===== config.mk =====
export PLATFORM = sky130hd
export DESIGN_NAME = life_window
export DESIGN_NICKNAME = d
export VERILOG_FILES = /design/src/rtl/life_pkg.sv /design/src/rtl/life_linebuf.sv /design/src/rtl/life_window.sv
export SDC_FILE = /design/constraint.sdc
export NUM_CORES = 1
export LEC_CHECK = 0
export BUFFER_PORTS_ARGS = -buffer_cell sky130_fd_sc_hd__buf_2
export CAP_MARGIN = 10
export CORE_UTILIZATION = 30
export CTS_BUF_LIST = sky130_fd_sc_hd__clkbuf_8
export DETAILED_ROUTE_END_ITERATION = 8
export PLACE_DENSITY_LB_ADDON = 0.05
export SYNTH_ARGS = -nofsm -noshare
export SYNTH_HDL_FRONTEND = slang
export SYNTH_SLANG_ARGS = --single-unit

===== constraint.sdc =====
create_clock -name clk -period 4.2 [get_ports clk]
set_input_delay 0.42 -clock clk [delete_from_list [all_inputs] [get_ports clk]]
set_output_delay 0.42 -clock clk [all_outputs]
set_load 0.05 [all_outputs]

===== src/rtl/life_pkg.sv =====
// Shared types for the life neighbourhood pipeline: neighbour vector layout and window FSM states.
package life_pkg;

    typedef logic [7:0] nbr_t;

    localparam int unsigned NB_NW = 0;
    localparam int unsigned NB_N  = 1;
    localparam int unsigned NB_NE = 2;
    localparam int unsigned NB_W  = 3;
    localparam int unsigned NB_E  = 4;
    localparam int unsigned NB_SW = 5;
    localparam int unsigned NB_S  = 6;
    localparam int unsigned NB_SE = 7;

    typedef enum logic [1:0] {
        ST_FILL,
        ST_RUN,
        ST_FLUSH
    } state_t;

endpackage


===== src/rtl/life_linebuf.sv =====
// Cell delay line of DEPTH taps (incoming cell is tap 0); exposes the three 3-cell rows of the window.
module life_linebuf #(
    parameter int unsigned STRIDE = 16,
    parameter int unsigned DEPTH  = 2 * STRIDE + 3
) (
    input  logic       clk,
    input  logic       en,
    input  logic       din,
    output logic [2:0] row_s_c,
    output logic [2:0] row_c_c,
    output logic [2:0] row_n_c
);

    // Tap 0 is din itself, so only DEPTH-1 cells need storage.
    logic [DEPTH-2:0] line;

    always_ff @(posedge clk) begin
        if (en) begin
            line <= {line[DEPTH-3:0], din};
        end
    end

    assign row_s_c = {line[1], line[0], din};
    assign row_c_c = line[STRIDE+1:STRIDE-1];
    assign row_n_c = line[2*STRIDE+1:2*STRIDE-1];

endmodule


===== src/rtl/life_window.sv =====
// Raster-order 3x3 neighbourhood generator with dead-padded frame edges.
// Optional LIFE_WINDOW_POP_EN adds out_pop, the live-cell total of the last completed frame.
module life_window
    import life_pkg::*;
#(
    parameter int unsigned WIDTH  = 16,
    parameter int unsigned HEIGHT = 16
) (
    input  logic                       clk,
    input  logic                       rst,
    input  logic                       in_valid,
    output logic                       in_ready,
    input  logic                       in_cell,
    output logic                       out_valid,
    input  logic                       out_ready,
    output logic                       out_self,
    output nbr_t                       out_n,
    output logic [$clog2(HEIGHT)-1:0]  out_row,
    output logic [$clog2(WIDTH)-1:0]   out_col,
    output logic                       out_last
`ifdef LIFE_WINDOW_POP_EN
    ,
    output logic [$clog2(WIDTH*HEIGHT+1)-1:0] out_pop
`endif
);

    localparam int unsigned CW    = $clog2(WIDTH);
    localparam int unsigned RW    = $clog2(HEIGHT);
    localparam int unsigned DEPTH = 2 * WIDTH + 3;

    state_t        state;
    logic [CW-1:0] in_col, cen_col;
    logic [RW-1:0] in_row, cen_row;

    logic       out_free_c, in_acc_c, flush_load_c, load_c, shift_c, din_c;
    logic [2:0] row_s_c, row_c_c, row_n_c;
    logic       top_c, bot_c, lft_c, rgt_c;
    nbr_t       nbr_c;

    assign out_free_c   = !out_valid || out_ready;
    assign in_ready     = (state == ST_FILL) || ((state == ST_RUN) && out_free_c);
    assign in_acc_c     = in_valid && in_ready;
    // The final window is held until accepted; no further flush load behind it.
    assign flush_load_c = (state == ST_FLUSH) && out_free_c && !(out_valid && out_last);
    assign load_c       = ((state == ST_RUN) && in_acc_c) || flush_load_c;
    assign shift_c      = in_acc_c || flush_load_c;
    assign din_c        = (state == ST_FLUSH) ? 1'b0 : in_cell;

    life_linebuf #(
        .STRIDE (WIDTH),
        .DEPTH  (DEPTH)
    ) u_linebuf (
        .clk     (clk),
        .en      (shift_c),
        .din     (din_c),
        .row_s_c (row_s_c),
        .row_c_c (row_c_c),
        .row_n_c (row_n_c)
    );

    assign top_c = (cen_row == '0);
    assign bot_c = (cen_row == RW'(HEIGHT - 1));
    assign lft_c = (cen_col == '0);
    assign rgt_c = (cen_col == CW'(WIDTH - 1));

    // Neighbours of the centre being loaded, masked to dead outside the frame.
    always_comb begin
        nbr_c        = '0;
        nbr_c[NB_SE] = row_s_c[0] && !bot_c && !rgt_c;
        nbr_c[NB_S]  = row_s_c[1] && !bot_c;
        nbr_c[NB_SW] = row_s_c[2] && !bot_c && !lft_c;
        nbr_c[NB_E]  = row_c_c[0] && !rgt_c;
        nbr_c[NB_W]  = row_c_c[2] && !lft_c;
        nbr_c[NB_NE] = row_n_c[0] && !top_c && !rgt_c;
        nbr_c[NB_N]  = row_n_c[1] && !top_c;
        nbr_c[NB_NW] = row_n_c[2] && !top_c && !lft_c;
    end

    always_ff @(posedge clk) begin
        if (rst) begin
            state     <= ST_FILL;
            in_col    <= '0;
            in_row    <= '0;
            cen_col   <= '0;
            cen_row   <= '0;
            out_valid <= 1'b0;
            out_self  <= 1'b0;
            out_n     <= '0;
            out_row   <= '0;
            out_col   <= '0;
            out_last  <= 1'b0;
        end else begin
            if (in_acc_c) begin
                if (in_col == CW'(WIDTH - 1)) begin
                    in_col <= '0;
                    in_row <= (in_row == RW'(HEIGHT - 1)) ? '0 : in_row + RW'(1);
                end else begin
                    in_col <= in_col + CW'(1);
                end
            end

            if (load_c) begin
                out_valid <= 1'b1;
                out_self  <= row_c_c[1];
                out_n     <= nbr_c;
                out_row   <= cen_row;
                out_col   <= cen_col;
                out_last  <= bot_c && rgt_c;
                if (rgt_c) begin
                    cen_col <= '0;
                    cen_row <= bot_c ? '0 : cen_row + RW'(1);
                end else begin
                    cen_col <= cen_col + CW'(1);
                end
            end else if (out_ready) begin
                out_valid <= 1'b0;
            end

            case (state)
                ST_FILL: begin
                    if (in_acc_c && (in_row == RW'(1)) && (in_col == '0)) begin
                        state <= ST_RUN;
                    end
                end
                ST_RUN: begin
                    if (in_acc_c && (in_row == RW'(HEIGHT - 1)) && (in_col == CW'(WIDTH - 1))) begin
                        state <= ST_FLUSH;
                    end
                end
                ST_FLUSH: begin
                    if (out_valid && out_ready && out_last) begin
                        state <= ST_FILL;
                    end
                end
                default: state <= ST_FILL;
            endcase
        end
    end

`ifdef LIFE_WINDOW_POP_EN
    localparam int unsigned PW = $clog2(WIDTH * HEIGHT + 1);

    logic [PW-1:0] pop_acc;

    // Live-cell tally over accepted windows; published when the frame's last window leaves.
    always_ff @(posedge clk) begin
        if (rst) begin
            pop_acc <= '0;
            out_pop <= '0;
        end else if (out_valid && out_ready) begin
            if (out_last) begin
                out_pop <= pop_acc + PW'(out_self);
                pop_acc <= '0;
            end else begin
                pop_acc <= pop_acc + PW'(out_self);
            end
        end
    end
`endif

endmodule


-- Word-level counts from Yosys, hierarchy flattened
Index checks and enable logic that the tools add are counted.
W data, S select, Z words.
- register bits: 71
- bits of input ports: 5
- logic and storage cells: 80
- $add $sub $neg: 4
- equal/unequal tests: 10
- muxes and demuxes: 11
- reductions and logical operators: 43
- operator list (cell ; number):
    $logic_and A1 B1 Y1 ; 25
    $add A4 B1 Y4 const B ; 4
    $eq A4 B4 Y1 const B ; 4
    $mux W4 ; 4
    $logic_not A4 Y1 ; 3
    $logic_not A1 Y1 ; 6
    $mux W2 ; 3
    $ne A2 B1 Y1 const B ; 3
    $pmux W2 S3 ; 1
    $eq A4 B1 Y1 const B ; 1
    $logic_or A1 B1 Y1 ; 4
    $reduce_and A2 Y1 ; 2
    $mux W1 ; 3
    $reduce_and A3 Y1 ; 1
    $eq A2 B1 Y1 const B ; 1
    $eq A2 B2 Y1 const B ; 1
    $logic_not A2 Y1 ; 1
    $reduce_bool A2 Y1 ; 1

-- Depth between registers and ports, before layout
Gate-level depths: netlist (run 1).
- word-level depth: 9
- mapped depth: 6
- mapped depth without buffers: 5

-- Modules after synthesis
A second synthesis (run 1) with hierarchy kept.
- cells, all modules: 265
- area total of the unflattened synthesis: 2931.6 sq um
- by module, submodules not included (module ; times used ; cells each ; area each (sq um) ; seq. area each (sq um)):
    life_window ; 1 ; 222 ; 1843.0 ; 740.7
    life_linebuf ; 1 ; 43 ; 1088.5 ; 1021.0

-- Least setup slack after synthesis (run 1)
OpenSTA, ideal clock, no wires.
- path kind: flip-flop to flip-flop
- from: register out_last
- to: register u_linebuf.line[0], enable pin
- data arrival time: 1761 ps
- data required time: 3807 ps
- setup slack: 2046 ps
- stages on the path, launching flop included: 4
- clock period less this slack: 2154 ps
- path through: dfxtp_1 nand2b_1 a21boi_0 o21a_1
- longest elaborated chain between the ends: 4
- RTL lines (what ; RTL line ; text):
    start, declared ; life_window.sv:20 ; output logic out_last
    start signal, assigned ; life_window.sv:108 ; out_last <= bot_c && rgt_c;
    $logic_and A1 B1 Y1 ; life_window.sv:44 ; assign flush_load_c = (state == ST_FLUSH) && out_free_c && !(out_valid && out_last);
    $logic_not A1 Y1 ; life_window.sv:44 ;
    $logic_and A1 B1 Y1 ; life_window.sv:44 ;
    $logic_or A1 B1 Y1 ; life_window.sv:46 ; assign shift_c = in_acc_c || flush_load_c;
    named net shift_c ; life_window.sv:35 ; logic out_free_c, in_acc_c, flush_load_c, load_c, shift_c, din_c;
    end signal, assigned ; life_linebuf.sv:19 ; line <= {line[DEPTH-3:0], din};
    end, declared ; life_linebuf.sv:15 ; logic [DEPTH-2:0] line;
The timed path passes the listed nets, and every way through them passes these cells.
A chain may end at the register's enable or synchronous reset.

-- Worst setup path in the final report (run 1)
- from: register state[1]
- to: register cen_col[2]
- longest elaborated chain between the ends: 6
- RTL lines (what ; RTL line ; text):
    start, declared ; life_window.sv:31 ; state_t state;
    start signal, assigned ; life_window.sv:81 ; state <= ST_FILL;
    start signal, assigned ; life_window.sv:122 ; state <= ST_RUN;
    start signal, assigned ; life_window.sv:127 ; state <= ST_FLUSH;
    $eq A2 B1 Y1 ; life_window.sv:41, life_window.sv:45 ;
    $logic_and A1 B1 Y1 ; life_window.sv:41 ; assign in_ready = (state == ST_FILL) || ((state == ST_RUN) && out_free_c);
    $logic_or A1 B1 Y1 ; life_window.sv:41 ;
    $logic_and A1 B1 Y1 ; life_window.sv:42 ; assign in_acc_c = in_valid && in_ready;
    $logic_and A1 B1 Y1 ; life_window.sv:45 ; assign load_c = ((state == ST_RUN) && in_acc_c) || flush_load_c;
    $logic_or A1 B1 Y1 * ; life_window.sv:45 ;
    end signal, assigned ; life_window.sv:113 ; cen_col <= cen_col + CW'(1);
    end, declared ; life_window.sv:32 ; logic [CW-1:0] in_col, cen_col;
Mark *: on every way between the ends. The rest lies on a longest branch, timed or not.

==> run_results.csv, run 1 <==
group,metric,value,unit
outcome,run_status,"finished clean",
sta,hold_violations,0,
worst_hold_path,hold_start,"in_cell",
placed_design,dp_hpwl,3680,µm
clocking,clkLatencyLatePin,340,ps
yosys,synth_simple_gate_area_share,0.151,
drt,drt_drc_violations_left,0,
sta,fin_setup_tns,0,ps
clocking,clk_transition_reported_paths,70,ps
yosys,yosysWarnings,0,
worst_hold_path,timing.hold.worst_endpoint,"out_n[7]",
clocking,clock_path_buffers,2,
sta,clock-skew-final,6.96,ps
drt,drtIter0Drc,53,
clocking,clk_root_buffer_cell,"sky130_fd_sc_hd__clkbuf_8",
cells_and_area,utilization,0.356,
sta,worst_slew_pin_slew,960,ps
placed_design,dp.cells,399,
yosys,syn-num-nets,272,
die,pin_count,25,
power_and_ir_drop,clock_network_power_share,0.423,
power_and_ir_drop,sw_power,273,µW
sta,timing.final.crit_share,0.469,
global_routing,grt_start_max_net_pins,42,
yosys,synthCells,259,
yosys,syn_area,2850,µm²
sta,finalHoldWorstSlack,365,ps
yosys,synth-seq-area-share,0.618,
sta,report.final.setup_viol,0,
cells_and_area,diodes,0,
critical_path,start_kind,"flip-flop",
critical_path,worst-r2r-cell-count,4,
yosys,avgSynthCellArea,11.0,µm²
clocking,cts_tree,"done",
power_and_ir_drop,report.power.total,1.35,mW
global_routing,grt_antenna_before_repair,0,
die,core_region_area,9240,µm²
worst_hold_path,hold_path.class,"input pin to flip-flop",
worst_hold_path,hold-path-cell-count,3,
critical_path,crit_path_max_fanout,23,
yosys,asyncSetResetFlopFracSynth,0,
drt,wirelength,5930,µm
die,rows,35,
critical_path,timing.critical_path.arrival,2200,ps
clocking,cts_resized,0,
cells_and_area,fillerInstances,947,
cells_and_area,num-nets-final,294,
global_routing,grt_pass1_vias,1855,
placed_design,dpl_cell_area,3090,µm²
global_routing,global_route.overflow_total,0,
critical_path,crit-reg2reg-capture,"cen_col[2]",
sta,maxSlewHeadroom,0.360,
global_routing,global_route_usage_over_all_layers,0.131,
yosys,synth_largest_type_area_fraction,0.358,
clocking,cts_inserted_buffers,9,
yosys,synth_top_cell_by_area,"sky130_fd_sc_hd__edfxtp_1",
sta,timing.fmax,0.507,GHz
placed_design,port_buffers,24,
run,drv_cap,0,
sta,setup_ws,2230,ps
critical_path,worst_ep_required_time,4430,ps
clocking,count_of_hold_fix_buffers_inserted_at_cts,0,
power_and_ir_drop,power_density,411,nW/µm²
placed_design,finalWeightedCongestion,0.654,
drt,num_vias,1944,
power_and_ir_drop,leak_pwr,1.19,nW
die,die-width,99.5,µm
power_and_ir_drop,max-vdd-ir-drop,0.149,mV
drt,viasPerCell,4.68,
yosys,synth_compound_area_frac,0.143,
power_and_ir_drop,netSwitchingFraction,0.202,
sta,max_transition_viols_final,0,
yosys,synthMostInstantiatedCell,"sky130_fd_sc_hd__dfxtp_1",
clocking,cts.repair_timing.setup_buffer_count,0,
yosys,synth_cell_types,41,
drt,route.detailed.wl_per_inst,14.3,µm
die,die_area,9900,µm²
global_routing,grt_first_pass_wirelength,9760,µm
sta,layout_min_cycle_time,1970,ps
die,die_height,99.5,µm
critical_path,reg2reg_setup_slack,2230,ps
yosys,synth.top_cells.by_area,"sky130_fd_sc_hd__edfxtp_1 36%, sky130_fd_sc_hd__dfxtp_1 26%, sky130_fd_sc_hd__nand3_1 5.6%",
placed_design,pre_cts_ws,2190,ps
die,initial_utilization,0.309,
critical_path,reg2reg_from,"state[1]",
yosys,synth_top_cells_by_count,"37 x sky130_fd_sc_hd__dfxtp_1, 34 x sky130_fd_sc_hd__edfxtp_1, 32 x sky130_fd_sc_hd__nand3_1, 30 x sky130_fd_sc_hd__a21oi_1, 16 x sky130_fd_sc_hd__o21ai_0",
drt,drt_pre_antenna_iters,4,
yosys,synthAdderAreaFrac,0.0351,
yosys,synth-edff-count,34,
drt,antenna_violating_nets_left,0,
sta,unrepaired_setup_endpoints_after_global_routing,"false",
cells_and_area,post_route_cells_drive_above_1_share,0.157,
cells_and_area,postLayoutCellArea,3290,µm²
power_and_ir_drop,p_int,1.08,mW
critical_path,crit_type,"flip-flop to flip-flop",
clocking,cts-htree-levels,3,
yosys,synth_xor_area_frac,0.00307,
cells_and_area,number_of_cells_in_the_finished_layout_apart_from_fillers,415,
yosys,largest_family_of_logic_cells_by_synthesized_area,"simple AND/OR/NAND/NOR gates",
power_and_ir_drop,sequential_fraction_of_design_power,0.558,
power_and_ir_drop,power_frac_comb,0.019,
critical_path,critical_path.endpoint_type,"flip-flop",
yosys,muxShareOfSynthArea,0.0145,
yosys,ys_ff_latch,71,
yosys,dominantRegCellSynth,"sky130_fd_sc_hd__dfxtp_1",
clocking,numClockSinks,71,
cells_and_area,syn2layout_area_growth,15.4,%
-- state kept, by name, summed over array words and instances (netlist names) --
signal and count:
cen_row 4, out_valid 1, state 2, out_self 1, out_n 8, u_linebuf.line 34, cen_col 4, in_col 4
out_col 4, out_last 1, in_row 4, out_row 4
-- placed cells by master (no fill, tap or decap), types with 2 or more instances in the layout --
cell type                   netlist  routed
sky130_fd_sc_hd__or3_1            3       3
sky130_fd_sc_hd__buf_2            4      24
sky130_fd_sc_hd__or4_1            2       2
sky130_fd_sc_hd__nand2b_1         6       6
sky130_fd_sc_hd__nand3b_1         2       2
sky130_fd_sc_hd__clkbuf_8         0       9
sky130_fd_sc_hd__a21oi_1         30      30
sky130_fd_sc_hd__bufinv_16        0       2
sky130_fd_sc_hd__nand2_1         10      10
sky130_fd_sc_hd__o21ai_1          2       2
sky130_fd_sc_hd__nor2b_1          2       2
sky130_fd_sc_hd__ha_1             8       8
sky130_fd_sc_hd__clkinv_2         0       2
sky130_fd_sc_hd__o2111ai_1        3       3
sky130_fd_sc_hd__buf_4            0       2
sky130_fd_sc_hd__nor3_1           3       3
sky130_fd_sc_hd__o21ai_0         16      16
sky130_fd_sc_hd__mux2i_1          3       3
sky130_fd_sc_hd__inv_1           10      12
sky130_fd_sc_hd__and2_1           2       2
sky130_fd_sc_hd__edfxtp_1        34      34
sky130_fd_sc_hd__nor2_1          12      12
sky130_fd_sc_hd__a21o_1           3       3
sky130_fd_sc_hd__nand3_1         32      32
sky130_fd_sc_hd__and3_1           3       3
sky130_fd_sc_hd__o211ai_1         6       6
sky130_fd_sc_hd__dfxtp_1         37      37
-- critical path: stages, from the launching register on --
cell and delay [ps]:
sky130_fd_sc_hd__dfxtp_1 480, sky130_fd_sc_hd__nand2b_1 160, sky130_fd_sc_hd__a21oi_2 720, sky130_fd_sc_hd__o21ai_0 190, sky130_fd_sc_hd__mux2_2 300
-- power by group through the flow --
| stage | registers (mW) | clock network [mW] | logic, mW |
|---|---|---|---|
| 3_5_place_dp | 0.770 | 0 | 0.0271 |
| 2_1_floorplan | 0.767 | 0 | 0.0181 |
| 6_report | 0.754 | 0.573 | 0.0259 |
| 5_1_grt | 0.756 | 0.625 | 0.0298 |
| 3_3_place_gp | 0.770 | 0 | 0.0267 |
| 4_1_cts | 0.754 | 0.599 | 0.0271 |
-- layer usage --
layer,wire length [µm],GRT usage,share of wire
met3,181,0.0351,0.031
met2,2650,0.200,0.45
met4,104,0.0611,0.018
met5,0,0,0
met1,2990,0.172,0.50
-- area by class of cell --
cell class              instances  area [µm²]  area share
flip-flops and latches         71        1760       0.535
inverters                      10        37.5      0.0114
repair buffers                 26         135      0.0411
well taps                     129         161      0.0490
multi-input cells             163         990       0.301
clock inverters                 7        81.3      0.0247
clock buffers                   9         124      0.0376
-- cells by family (layout without fill, tap and decap cells) --
family | after synthesis | count (layout)
muxes | 4 | 4
buffers and inverters | 25 | 52
AOI/OAI and AO/OA | 68 | 68
and+or+nand+nor | 82 | 82
adders and majority gates | 8 | 8
DFF | 71 | 71
xor gates and xnor gates | 1 | 1
-- how the worst max path moves through the flow --
stage	from	endpoint	slack [ps]
floorplan	out_last	u_linebuf.line[0]	2050
global placement	out_ready	cen_col[2]	2190
detailed placement	out_ready	cen_col[2]	2190
CTS	state[1]	cen_col[2]	2210
global route	state[1]	cen_col[2]	1970
finish	state[1]	cen_col[2]	2230
Note: power is estimated with default switching activity, not from simulation.
==> run 2, diff against run 1 <==
clock period = 1.8 ns   (was 4.2 ns; I/O delays follow)
==> run 2 against run 1 <==
Against the previous run: non-clock buffer count grew 13; worst hold slack got worse by 250 ps; register-to-register slack lost 2000 ps; largest cell class unchanged; first-iteration DRC count up 13%; count of clock-buffer cells in the layout unchanged; critical endpoint is now u_linebuf.line[21]; critical path type unchanged; cell count increased by 3.1%; global-route usage increased by 1.2 points; die area unchanged; sequential cell count is the same; cell area is 3.5% higher; clock power is 110% higher.
==> run_results.csv, run 2 (same netlist as run 1, synthesis figures left out) <==
group,metric,value,unit
placed_design,pre_cts_ws,173,ps
power_and_ir_drop,max-vdd-ir-drop,0.427,mV
critical_path,start_kind,"flip-flop",
clocking,cts-htree-levels,3,
power_and_ir_drop,leak_pwr,1.25,nW
critical_path,worstSetupPathDepth,3,
cells_and_area,mostFrequentLayoutCells,"37 x sky130_fd_sc_hd__dfxtp_1, 34 x sky130_fd_sc_hd__edfxtp_1, 32 x sky130_fd_sc_hd__nand3_1",
drt,drt_drc_violations_left,0,
global_routing,grt_start_max_net_pins,23,
cells_and_area,syn2layout_area_growth,19.4,%
drt,viasPerCell,4.73,
clocking,clk_root_buffer_cell,"sky130_fd_sc_hd__clkbuf_8",
clocking,clk_transition_reported_paths,70,ps
critical_path,worst_ep_required_time,1860,ps
power_and_ir_drop,power_density,899,nW/µm²
critical_path,critical_path.endpoint_type,"flip-flop",
critical_path,crit_type,"flip-flop to flip-flop",
critical_path,critPathTopFamily,"compound AO/OA/AOI/OAI gates",
critical_path,reg2reg_from,"state[1]",
sta,fin_setup_tns,0,ps
drt,antenna_violating_nets_left,0,
clocking,numClockSinks,71,
drt,wirelength,6280,µm
global_routing,grt_antenna_before_repair,0,
critical_path,max_stage_delay,480,ps
global_routing,global_route_usage_over_all_layers,0.142,
critical_path,crit-reg2reg-capture,"u_linebuf.line[21]",
clocking,clock_path_buffers,2,
critical_path,timing.critical_path.arrival,1630,ps
critical_path,crit_path_top_delay_cell,"sky130_fd_sc_hd__dfxtp_1",
sta,setup_ws,230,ps
cells_and_area,num-nets-final,307,
die,die-width,99.5,µm
run,drv_cap,0,
drt,drt_pre_antenna_iters,4,
worst_hold_path,hold_path.class,"input pin to flip-flop",
drt,num_vias,2024,
critical_path,cells_traversed_along_the_worst_timing_path,"a21boi_0 -> o21a_4 -> buf_12",
drt,route.detailed.wl_per_inst,14.7,µm
placed_design,dp_hpwl,4220,µm
cells_and_area,post_route_cells_drive_above_1_share,0.201,
clocking,clkLatencyLatePin,350,ps
die,core_region_area,9240,µm²
critical_path,crit_buf_inv,1,
drt,drtIter0Drc,60,
critical_path,worst-r2r-cell-count,3,
critical_path,cp-startpoint,"state[1]",
cells_and_area,max_flop_register,"u_linebuf.line",
clocking,cts_inserted_buffers,9,
cells_and_area,diodes,0,
critical_path,reg2reg_setup_slack,230,ps
cells_and_area,reg_top3,"u_linebuf.line: 34 flops, out_n: 8 flops",
cells_and_area,largest_register_ffs,34,
outcome,run_status,"finished clean",
placed_design,port_buffers,24,
sta,layout_min_cycle_time,1570,ps
sta,unrepaired_setup_endpoints_after_global_routing,"false",
cells_and_area,final_common_cell,"sky130_fd_sc_hd__dfxtp_1",
die,die_height,99.5,µm
sta,timing.fmax,0.637,GHz
sta,clock-skew-final,8.67,ps
clocking,cts_tree,"done",
die,die_area,9900,µm²
sta,worst_slew_pin_slew,457,ps
sta,hold_violations,0,
critical_path,timing.critical_path.to,"u_linebuf.line[21]",
clocking,cts.repair_timing.setup_buffer_count,0,
sta,finalHoldWorstSlack,117,ps
sta,report.final.setup_viol,0,
critical_path,crit_path_max_fanout,13,
placed_design,finalWeightedCongestion,0.700,
global_routing,grt_pass1_vias,2032,
sta,max_transition_viols_final,0,
die,initial_utilization,0.309,
global_routing,grt_first_pass_wirelength,10600,µm
global_routing,global_route.overflow_total,0,
sta,maxSlewHeadroom,0.695,
sta,timing.final.crit_share,0.872,
die,pin_count,25,
die,rows,35,
==> run 2: cell type report <==
cell class,count,area (µm²)
Clock buffer,9,124
Inverter,10,37.5
Sequential cell,71,1760
Tap cell,129,161
Clock inverter,7,63.8
Fill cell,973,5840
Multi-Input combinational cell,163,998
Timing Repair Buffer,39,258
==> run 2: worst min-delay path, delay by kind of cell <==
| kind | cells | cell delay, ps |
|---|---|---|
| compound gates | 1 | 60 |
| buf+inv | 1 | 110 |
| simple gates | 1 | 60 |
==> run 2: what timing repair did <==
item	in CTS	in global routing
setup endpoints to repair	0	5
resized for setup	0	1
hold buffers	0	0
==> run 2: per-layer routing <==
layer,GRT usage,vias to the layer above,part of all wire
li1,-,1015,-
met1,0.187,973,0.49
met2,0.214,27,0.45
met3,0.0471,9,0.036
met4,0.0611,0,0.018
met5,0,-,0
==> run 2: worst min-delay path by stage <==
stage	endpoint	depth (start not counted)	slack, ps	startpoint
after floorplan	out_n[7]	2	330	in_cell
after global placement	u_linebuf.line[21]	0	400	u_linebuf.line[20]
after detailed placement	u_linebuf.line[10]	0	400	u_linebuf.line[9]
after CTS	out_n[7]	3	100	in_cell
after global routing	out_n[7]	3	110	in_cell
final	out_n[7]	3	120	in_cell
==> run 2: through the flow <==
step                       util  instance area [µm²]  instances  total power [mW]
after floorplan               -                 2860        259              1.83
after global placement    0.348                 3220        412              1.88
after detailed placement  0.348                 3220        412              1.87
after CTS                 0.368                 3400        428              3.12
after global routing      0.368                 3400        428              3.20
final                     0.368                 3400        428              3.06
==> run 2: power by group <==
part           internal, mW  switching [mW]
Clock                 0.628           0.595
Combinational        0.0291          0.0481
Sequential             1.74          0.0183
Total                  2.40           0.661
